File: src/rtl/trig_counter_bank.sv
// trig_counter_bank: free-running counter (count0), triggered up/down counter
// (count1) with wrap/saturate modes, and a coherent snapshot of both.
//   ti_clk, reset      : rising-edge clock, synchronous active-high reset
//   trig_in            : [0] clr count1, [1] up, [2] down, [3] snapshot, [4] clr count0
//   mode_in            : [0] saturate, [15:8] count1 step (0 acts as 1)
//   snap0_*/snap1_*    : captured count0/count1 halves
//   snap_valid         : snapshot registers stable and coherent
//   evt_out            : [0] overflow, [1] underflow, [2] snap done, [3] snap dropped
//   led                : ~count0[LED_LSB+3:LED_LSB]
module trig_counter_bank #(
  parameter int LED_LSB = 23
) (
  input  logic        ti_clk,
  input  logic        reset,
  input  logic [15:0] trig_in,
  input  logic [15:0] mode_in,
  output logic [15:0] snap0_lo,
  output logic [15:0] snap0_hi,
  output logic [15:0] snap1_lo,
  output logic [15:0] snap1_hi,
  output logic        snap_valid,
  output logic [15:0] evt_out,
  output logic [3:0]  led
);

  typedef enum logic [1:0] {
    IDLE    = 2'd0,
    CAPTURE = 2'd1,
    HOLD    = 2'd2
  } snap_state_t;

  snap_state_t state, state_nxt;

  logic [31:0] count0;
  logic [31:0] count1, count1_nxt;
  logic [7:0]  step;
  logic [32:0] sum, diff;
  logic        up, down, ovf, unf;
  logic        snap_load, snap_done, snap_drop;
  logic        unused_bits;

  assign unused_bits = ^{trig_in[15:5], mode_in[7:1]};

  assign step = (mode_in[15:8] == 8'd0) ? 8'd1 : mode_in[15:8];
  assign up   = trig_in[1] & ~trig_in[2];
  assign down = trig_in[2] & ~trig_in[1];
  assign sum  = {1'b0, count1} + {25'd0, step};
  assign diff = {1'b0, count1} - {25'd0, step};

  always_ff @(posedge ti_clk) begin
    if (reset)
      count0 <= '0;
    else if (trig_in[4])
      count0 <= '0;
    else
      count0 <= count0 + 32'd1;
  end

  // Carry/borrow out of the 33-bit add/sub flags the limit crossing in both modes.
  always_comb begin
    count1_nxt = count1;
    ovf        = 1'b0;
    unf        = 1'b0;
    if (trig_in[0]) begin
      count1_nxt = '0;
    end else if (up) begin
      ovf        = sum[32];
      count1_nxt = (sum[32] && mode_in[0]) ? '1 : sum[31:0];
    end else if (down) begin
      unf        = diff[32];
      count1_nxt = (diff[32] && mode_in[0]) ? '0 : diff[31:0];
    end
  end

  always_ff @(posedge ti_clk) begin
    if (reset)
      count1 <= '0;
    else
      count1 <= count1_nxt;
  end

  always_ff @(posedge ti_clk) begin
    if (reset)
      state <= IDLE;
    else
      state <= state_nxt;
  end

  always_comb begin
    state_nxt = state;
    case (state)
      IDLE, HOLD: if (trig_in[3]) state_nxt = CAPTURE;
      CAPTURE:    state_nxt = HOLD;
      default:    state_nxt = IDLE;
    endcase
  end

  always_comb begin
    snap_load  = 1'b0;
    snap_done  = 1'b0;
    snap_drop  = 1'b0;
    snap_valid = 1'b0;
    case (state)
      IDLE:    snap_load = trig_in[3];
      CAPTURE: begin
        snap_done = 1'b1;
        snap_drop = trig_in[3];
      end
      HOLD: begin
        snap_valid = 1'b1;
        snap_load  = trig_in[3];
      end
      default: ;
    endcase
  end

  always_ff @(posedge ti_clk) begin
    if (reset) begin
      snap0_lo <= '0;
      snap0_hi <= '0;
      snap1_lo <= '0;
      snap1_hi <= '0;
    end else if (snap_load) begin
      snap0_lo <= count0[15:0];
      snap0_hi <= count0[31:16];
      snap1_lo <= count1[15:0];
      snap1_hi <= count1[31:16];
    end
  end

  always_ff @(posedge ti_clk) begin
    if (reset)
      evt_out <= '0;
    else
      evt_out <= {12'd0, snap_drop, snap_done, unf, ovf};
  end

  assign led = ~count0[LED_LSB+3:LED_LSB];

endmodule

File: config.mk
export PLATFORM = sky130hd
export DESIGN_NAME = trig_counter_bank
export DESIGN_NICKNAME = d
export VERILOG_FILES = /design/src/rtl/trig_counter_bank.sv
export SDC_FILE = /design/constraint.sdc
export NUM_CORES = 1
export LEC_CHECK = 0
export CAP_MARGIN = 20
export CORE_AREA = 4 4 118 120
export DETAILED_ROUTE_END_ITERATION = 10
export DIE_AREA = 0 0 122 124
export GPL_TIMING_DRIVEN = 0
export PLACE_DENSITY_LB_ADDON = 0.3
export SYNTH_ARGS = -nofsm -noshare
export SYNTH_HDL_FRONTEND = slang
export SYNTH_SLANG_ARGS = --single-unit
File: constraint.sdc
create_clock -name ti_clk -period 4.45 [get_ports ti_clk]
set_input_delay 0.6675 -clock ti_clk [delete_from_list [all_inputs] [get_ports ti_clk]]
set_output_delay 0.6675 -clock ti_clk [all_outputs]
set_load 0.02 [all_outputs]
==> flow_summary.ini, run 1 <==
[sta]
final_period_minus_worst_setup_slack_ns = 4.12
finalSetupTns_ns = 0
fin_worst_skew_ns = 0.0114
final-max-slew-violation-count = 0
worst_slew_pin_slew_ns = 1.02
rsz0062_at_grt = false
fmax_mhz = 242
hold_viol = 0
period_share_pct = 92.7
max_slew_margin_pct = 31.6
setup_viol = 0

[job]
drv_cap = 0

[cts]
cts_tree = built
postCtsSetupRepairBufs = 0
cts_max_path_buffers = 2
cts.reportedPaths.clkPinSlew_ns = 0.07
cts_buffers = 17
cts_hold_buffers = 0
post_cts.resized_instances = 0
clock_sink_count = 134
clock_latency_ns = 0.42
root_buffer = sky130_fd_sc_hd__clkbuf_16
max_h_tree_level = 4

[critical_path]
path_class = in -> reg
path_common_cell = sky130_fd_sc_hd__o31ai_1
cell_by_cell_listing_of_the_critical_path = clkdlybuf4s50_1, nor4_1, a41o_1, ha_1, inv_1, fa_1, a21o_1, a21oi_1, o21ai_1, nor3_2, o31ai_1, a221oi_1, o31ai_1
timing.critical_path.arrival_ns = 4.41
critical-path-max-stage-delay_ns = 0.44
cp_max_fo = 7
critPathSlowestCell = sky130_fd_sc_hd__clkdlybuf4s50_1
worst-endpoint-required_ns = 4.74
timing.critical_path.from = mode_in[12]
critPathLaunchType = input pin
critical_path_depth = 13
worst_r2r_startpoint = count1[0]$_SDFFE_PP0P_
regToRegSetupSlack_ns = 1.22
worstRegToRegCells = 11
crit_path_end = count1[6]$_SDFFE_PP0P_
critPathBufInv = 2
rr_endpoint = count1[6]$_SDFFE_PP0P_
element_type_at_the_critical_path_end = register
crit_family = compound AO/OA/AOI/OAI gates

[floorplanning]
fp.dieArea_um2 = 15100
effective_utilization_at_floorplan_pct = 58.0
die_height_um = 124
number_of_ports_placed_on_the_die_boundary = 119
fp.dieW_um = 122
fp.coreArea_um2 = 13000
placementRows = 42

[placed_design]
dp_hpwl_um = 16300
placed_instance_area_um2 = 8650
port-buffer-count = 87
gp_congestion = 0.997

[yosys]
synth_compound_area_share_pct = 22.7
synth_fa_ha_area_share_pct = 3.69
post_synthesis_mean_instance_area_um2 = 7.83
netlist_instances = 961
synth_top_cell_area_share_pct = 35.7
multiplexer_fraction_of_the_synthesized_cell_area_pct = 0.699
synth_most_common_cell = sky130_fd_sc_hd__nand2_1
synth-simple-area-share_pct = 25.6
synthesis.yosys.warnings = 0
async_reset_ff_share_pct = 0
ys_types = 91
seq_area_frac_synth_pct = 35.7
netlist_top_cells_count = sky130_fd_sc_hd__nand2_1 (164), sky130_fd_sc_hd__dfxtp_1 (134), sky130_fd_sc_hd__a21oi_1 (101)
synth_top_cells_by_area = sky130_fd_sc_hd__dfxtp_1 (36%), sky130_fd_sc_hd__nand2_1 (8.2%), sky130_fd_sc_hd__a21oi_1 (6.7%), sky130_fd_sc_hd__nor2_1 (3.5%), sky130_fd_sc_hd__ha_1 (3.2%)
synth-xor-area-share_pct = 3.96
number_of_flops_mapped_to_enable_cells_by_yosys = 0
mappedNetlistArea_um2 = 7520
synth_top_area_cell = sky130_fd_sc_hd__dfxtp_1
ys.flop_type = sky130_fd_sc_hd__dfxtp_1
flip_flop_and_latch_count_after_synthesis = 134
main_combinational_cell_family_by_area_after_synthesis = simple AND/OR/NAND/NOR gates

[routing]
vias = 7724
finalWirelength_um = 23200
detail_route.vias_per_cell = 6.11
postRouteAntennaNets = 0
routed_wire_length_per_instance_um = 18.4
drt_first_iter_violations = 889
detailedRoute.firstPassIterationCount = 6
drt_drc_violations_left = 0

[global_routing]
antenna_violations_before_repair = 1
globalRoute.totalOverflow = 0
gr-usage-all-layers_pct = 30.4
grt_pass1_vias = 6937
largest_net_degree_at_the_start_of_global_routing = 17
grt_first_pass_wirelength_um = 35900

[finish]
multiInputGateArea_um2 = 4310
post_route_cells_drive_above_1_share_pct = 9.64
fill_cells = 1096
total_nets_final = 1133
antenna_cells = 0
final-seq-area_um2 = 2680
finalInstanceArea_um2 = 9260
flow.area_growth_from_synthesis_pct = 23.1

[worst_hold_path]
holdCritStartpoint = snap0_hi[0]$_SDFFE_PP0P_
min_delay_path_depth = 2
min_path_type = reg -> reg

[power_and_ir_drop]
pwr_density_cell_nw_per_um2 = 379
power.ir.vdd_worst_mv = 0.291
p_leak_nw = 3.31

[outcome]
run_status = finished clean
[stage by stage]
stage | instances | util (%) | worst slack [ns] | hold slack, ns | total power [mW]
3_3_place_gp | 1235 | 66.7 | -0.247 | 0.442 | 2.03
4_1_cts | 1265 | 71.3 | 0.218 | 0.454 | 3.48
6_report | 1265 | 71.4 | 0.325 | 0.452 | 3.51
3_5_place_dp | 1235 | 66.7 | -0.210 | 0.446 | 2.04
2_1_floorplan | 972 | - | 1.20 | 0.430 | 1.83
5_1_grt | 1265 | 71.4 | 0.166 | 0.469 | 3.62
[where the power goes]
| part | switching (mW) | internal (mW) |
|---|---|---|
| Sequential | 0.0287 | 1.24 |
| Combinational | 0.504 | 0.281 |
| Clock | 0.547 | 0.910 |
[placed cells by master (no fill, tap or decap), drive strengths merged, types with 5 or more instances in the layout]
master and n:
a211oi 7, a21o 7, a21oi 103, a221oi 5, a31oi 16, and2 5, and3 9, and4 5
buf 40, clkbuf 65, clkdlybuf4s50 87, conb 12, dfxtp 134, ha 19, inv 39, nand2 165
nand2b 11, nand3 31, nand4 22, nor2 73, nor2b 6, nor3 21, nor4 16, o211ai 10
o21a 5, o21ai 44, o22ai 6, o311ai 5, o31ai 9, or3 12, xnor2 19, xor2 15
[cells by family after synthesis]
kind of cell               Yosys count
xor gates and xnor gates            34
DFF                                134
buffers and inverters              121
and+or+nand+nor                    386
muxes                                5
adders and majority gates           21
AOI/OAI and AO/OA                  259
other                                1
[how the worst min path moves through the flow]
stage | endpoint | slack, ns
after detailed placement | snap0_hi[0]$_SDFFE_PP0P_ | 0.45
final | snap0_hi[0]$_SDFFE_PP0P_ | 0.45
after global routing | snap1_lo[3]$_SDFFE_PP0P_ | 0.47
after CTS | snap0_hi[0]$_SDFFE_PP0P_ | 0.45
after floorplan | count0[0]$_SDFF_PP0_ | 0.43
after global placement | snap1_hi[4]$_SDFFE_PP0P_ | 0.44
[per-layer routing]
layer / routed length, um / GRT usage (%) / part of all wire [%]
met1: 9750 / 40.6 / 42
met2: 10000 / 45.9 / 43
met3: 2500 / 8.45 / 11
met4: 897 / 13.8 / 3.9
met5: 49 / 0 / 0.21
[tightest hold or removal path: cells and delay by family (launching register included)]
kind / cells / cell delay, ns
flip-flops: 1 / 0.31
AO/OA/AOI/OAI: 1 / 0.05
AND/OR/NAND/NOR: 1 / 0.05
[registers in the layout, indices dropped and copies added, names as in the netlist]
name and cells:
snap1_lo 16, evt_out 4, snap0_lo 16, count1 32
count0 32, snap0_hi 16, state 2, snap1_hi 16
[area by class of cell]
cell class | instances | area share (%)
buffer | 85 | 4.73
clock buffer | 20 | 4.93
clock inverter | 10 | 1.57
inverter | 36 | 1.46
multi-input combinational | 717 | 46.6
sequential | 134 | 29.0
tap | 176 | 2.38
timing repair buffer | 87 | 9.40
(Power assumes the default switching activity.)
==> run 2: changes to the inputs <==
CORE_AREA = 4 4 124 126   (was 4 4 118 120)
CTS_CLUSTER_DIAMETER = 30   (was default)
DIE_AREA = 0 0 128 130   (was 0 0 122 124)
clock period = 3.9 ns   (was 4.45 ns; I/O delays follow)
==> flow_summary.ini, run 2 (synthesized netlist as in run 1, its figures left out) <==
[placed_design]
post-place-cells = 1243
dp_hpwl_um = 16500
port-buffer-count = 87
gp_congestion = 0.994

[finish]
biggestRegsByFlops = count0: 32 flops, count1: 32 flops
fill_cells = 1267
post-route-util_pct = 64.7
final_cell_mix = sky130_fd_sc_hd__nand2_1 (164), sky130_fd_sc_hd__dfxtp_1 (134), sky130_fd_sc_hd__a21oi_1 (100), sky130_fd_sc_hd__clkdlybuf4s50_1 (87), sky130_fd_sc_hd__nor2_1 (71)
total_nets_final = 1135
antenna_cells = 0
final-seq-area_um2 = 2680
post_route_cells_drive_above_1_share_pct = 10.3
multiInputGateArea_um2 = 4330
final_cell_count_no_fill = 1277
final_common_cell = sky130_fd_sc_hd__nand2_1
flow.area_growth_from_synthesis_pct = 23.1

[global_routing]
largest_net_degree_at_the_start_of_global_routing = 17
grt_first_pass_wirelength_um = 36900
antenna_violations_before_repair = 0
gr-usage-all-layers_pct = 28.0
globalRoute.totalOverflow = 0
grt_pass1_vias = 7078

[sta]
rsz0062_at_grt = false
max_slew_margin_pct = 41.5
period_share_pct = 94.8
final-max-slew-violation-count = 0
final_period_minus_worst_setup_slack_ns = 3.70
hold_viol = 0
worst_hold_check_slack_ns = 0.452
finalSetupTns_ns = 0
fin_worst_skew_ns = 0.0146
fmax_mhz = 271
worst_slew_pin_slew_ns = 0.878
setup_viol = 0

[power_and_ir_drop]
p_leak_nw = 3.30
pwr_density_cell_nw_per_um2 = 416
power.ir.vdd_worst_mv = 0.555
finalPower_mw = 3.85

[critical_path]
element_type_at_the_critical_path_end = register
cell_by_cell_listing_of_the_critical_path = clkdlybuf4s50_1, nor4_2, a41o_1, ha_1, inv_1, fa_1, a21o_1, a21oi_4, o21a_2, a21o_1, buf_2, o221ai_1, a21oi_1, nor2_1
crit_family = compound AO/OA/AOI/OAI gates
critical-path-max-stage-delay_ns = 0.45
path_common_cell = sky130_fd_sc_hd__a21o_1
critPathBufInv = 3
cp_max_fo = 10
path_class = in -> reg
timing.critical_path.arrival_ns = 4.00
worst-endpoint-required_ns = 4.21
critPathLaunchType = input pin
critPathSlowestCell = sky130_fd_sc_hd__clkdlybuf4s50_1

[job]
drv_cap = 0

[cts]
max_h_tree_level = 4
cts_max_path_buffers = 2
cts_hold_buffers = 0
root_buffer = sky130_fd_sc_hd__clkbuf_16
cts.reportedPaths.clkPinSlew_ns = 0.06
clock_latency_ns = 0.43
cts_buffers = 17
cts_tree = built
clock_sink_count = 134

[floorplanning]
die_height_um = 130
fp.dieArea_um2 = 16600
number_of_ports_placed_on_the_die_boundary = 119
effective_utilization_at_floorplan_pct = 52.6
fp.dieW_um = 128
fp.coreArea_um2 = 14300
placementRows = 44

[routing]
finalWirelength_um = 23200
routed_wire_length_per_instance_um = 18.2
vias = 7613
drt_drc_violations_left = 0
postRouteAntennaNets = 0
detail_route.vias_per_cell = 5.96
detailedRoute.firstPassIterationCount = 6
drt_first_iter_violations = 1159

[outcome]
run_status = finished clean

[worst_hold_path]
min_path_type = reg -> reg
run 2: cell types whose count changed in the layout (fill, tap and decap cells not counted), moves of 2 or more:
cell,previous run,this run
sky130_fd_sc_hd__clkinv_2,1,5
sky130_fd_sc_hd__clkinvlp_4,2,5
sky130_fd_sc_hd__clkbuf_8,2,0
sky130_fd_sc_hd__bufinv_16,3,1
run 2: final timing paths:
check	startpoint	to	slack (ns)	cells past startpoint
worst max-delay path	mode_in[12]	count1[26]$_SDFFE_PP0P_	0.20	14
worst max register to register	count1[0]$_SDFFE_PP0P_	count1[6]$_SDFFE_PP0P_	0.92	10
worst min-delay path	snap1_lo[11]$_SDFFE_PP0P_	snap1_lo[11]$_SDFFE_PP0P_	0.45	2
worst min register to register	snap1_lo[11]$_SDFFE_PP0P_	snap1_lo[11]$_SDFFE_PP0P_	0.45	2
run 2: area by class of cell:
cell class | instances | share of cell area [%]
sequential | 134 | 29.0
tap | 184 | 2.49
buffer | 85 | 4.73
multi-input combinational | 717 | 46.8
inverter | 36 | 1.46
clock buffer | 17 | 4.59
timing repair buffer | 89 | 9.54
clock inverter | 15 | 1.41
run 2: routing by layer:
layer | track usage [%] | vias to the layer above | routed length, um
li1 | - | 3616 | -
met1 | 38.3 | 3482 | 10000
met2 | 41.6 | 436 | 10000
met3 | 7.65 | 79 | 2390
met4 | 12.0 | 0 | 809
met5 | 0 | - | 0
run 2: where the power goes:
group / internal (mW) / switching, mW / total, mW
logic: 0.325 / 0.574 / 0.899
registers: 1.41 / 0.0330 / 1.44
clock network: 0.876 / 0.631 / 1.51
total: 2.61 / 1.24 / 3.85
run 2: stage by stage:
stage / instance area, um2 / worst slack [ns]
2_1_floorplan: 7560 / 0.734
3_3_place_gp: 8660 / -0.743
3_5_place_dp: 8660 / -0.821
4_1_cts: 9240 / 0.0991
5_1_grt: 9260 / 0.0223
6_report: 9260 / 0.204
run 2: repair_timing:
item | in CTS | in global routing
pin swaps | 1 | 0
hold endpoints to repair | 0 | 0
endpoints found under the setup margin | 3 | 4
setup buffers | 1 | 0
gates resized for setup | 2 | 3
run 2: worst min-delay path, stage by stage (launching register included):
cell,delay (ns)
sky130_fd_sc_hd__dfxtp_1,0.31
sky130_fd_sc_hd__nand2_1,0.05
sky130_fd_sc_hd__a21oi_1,0.05
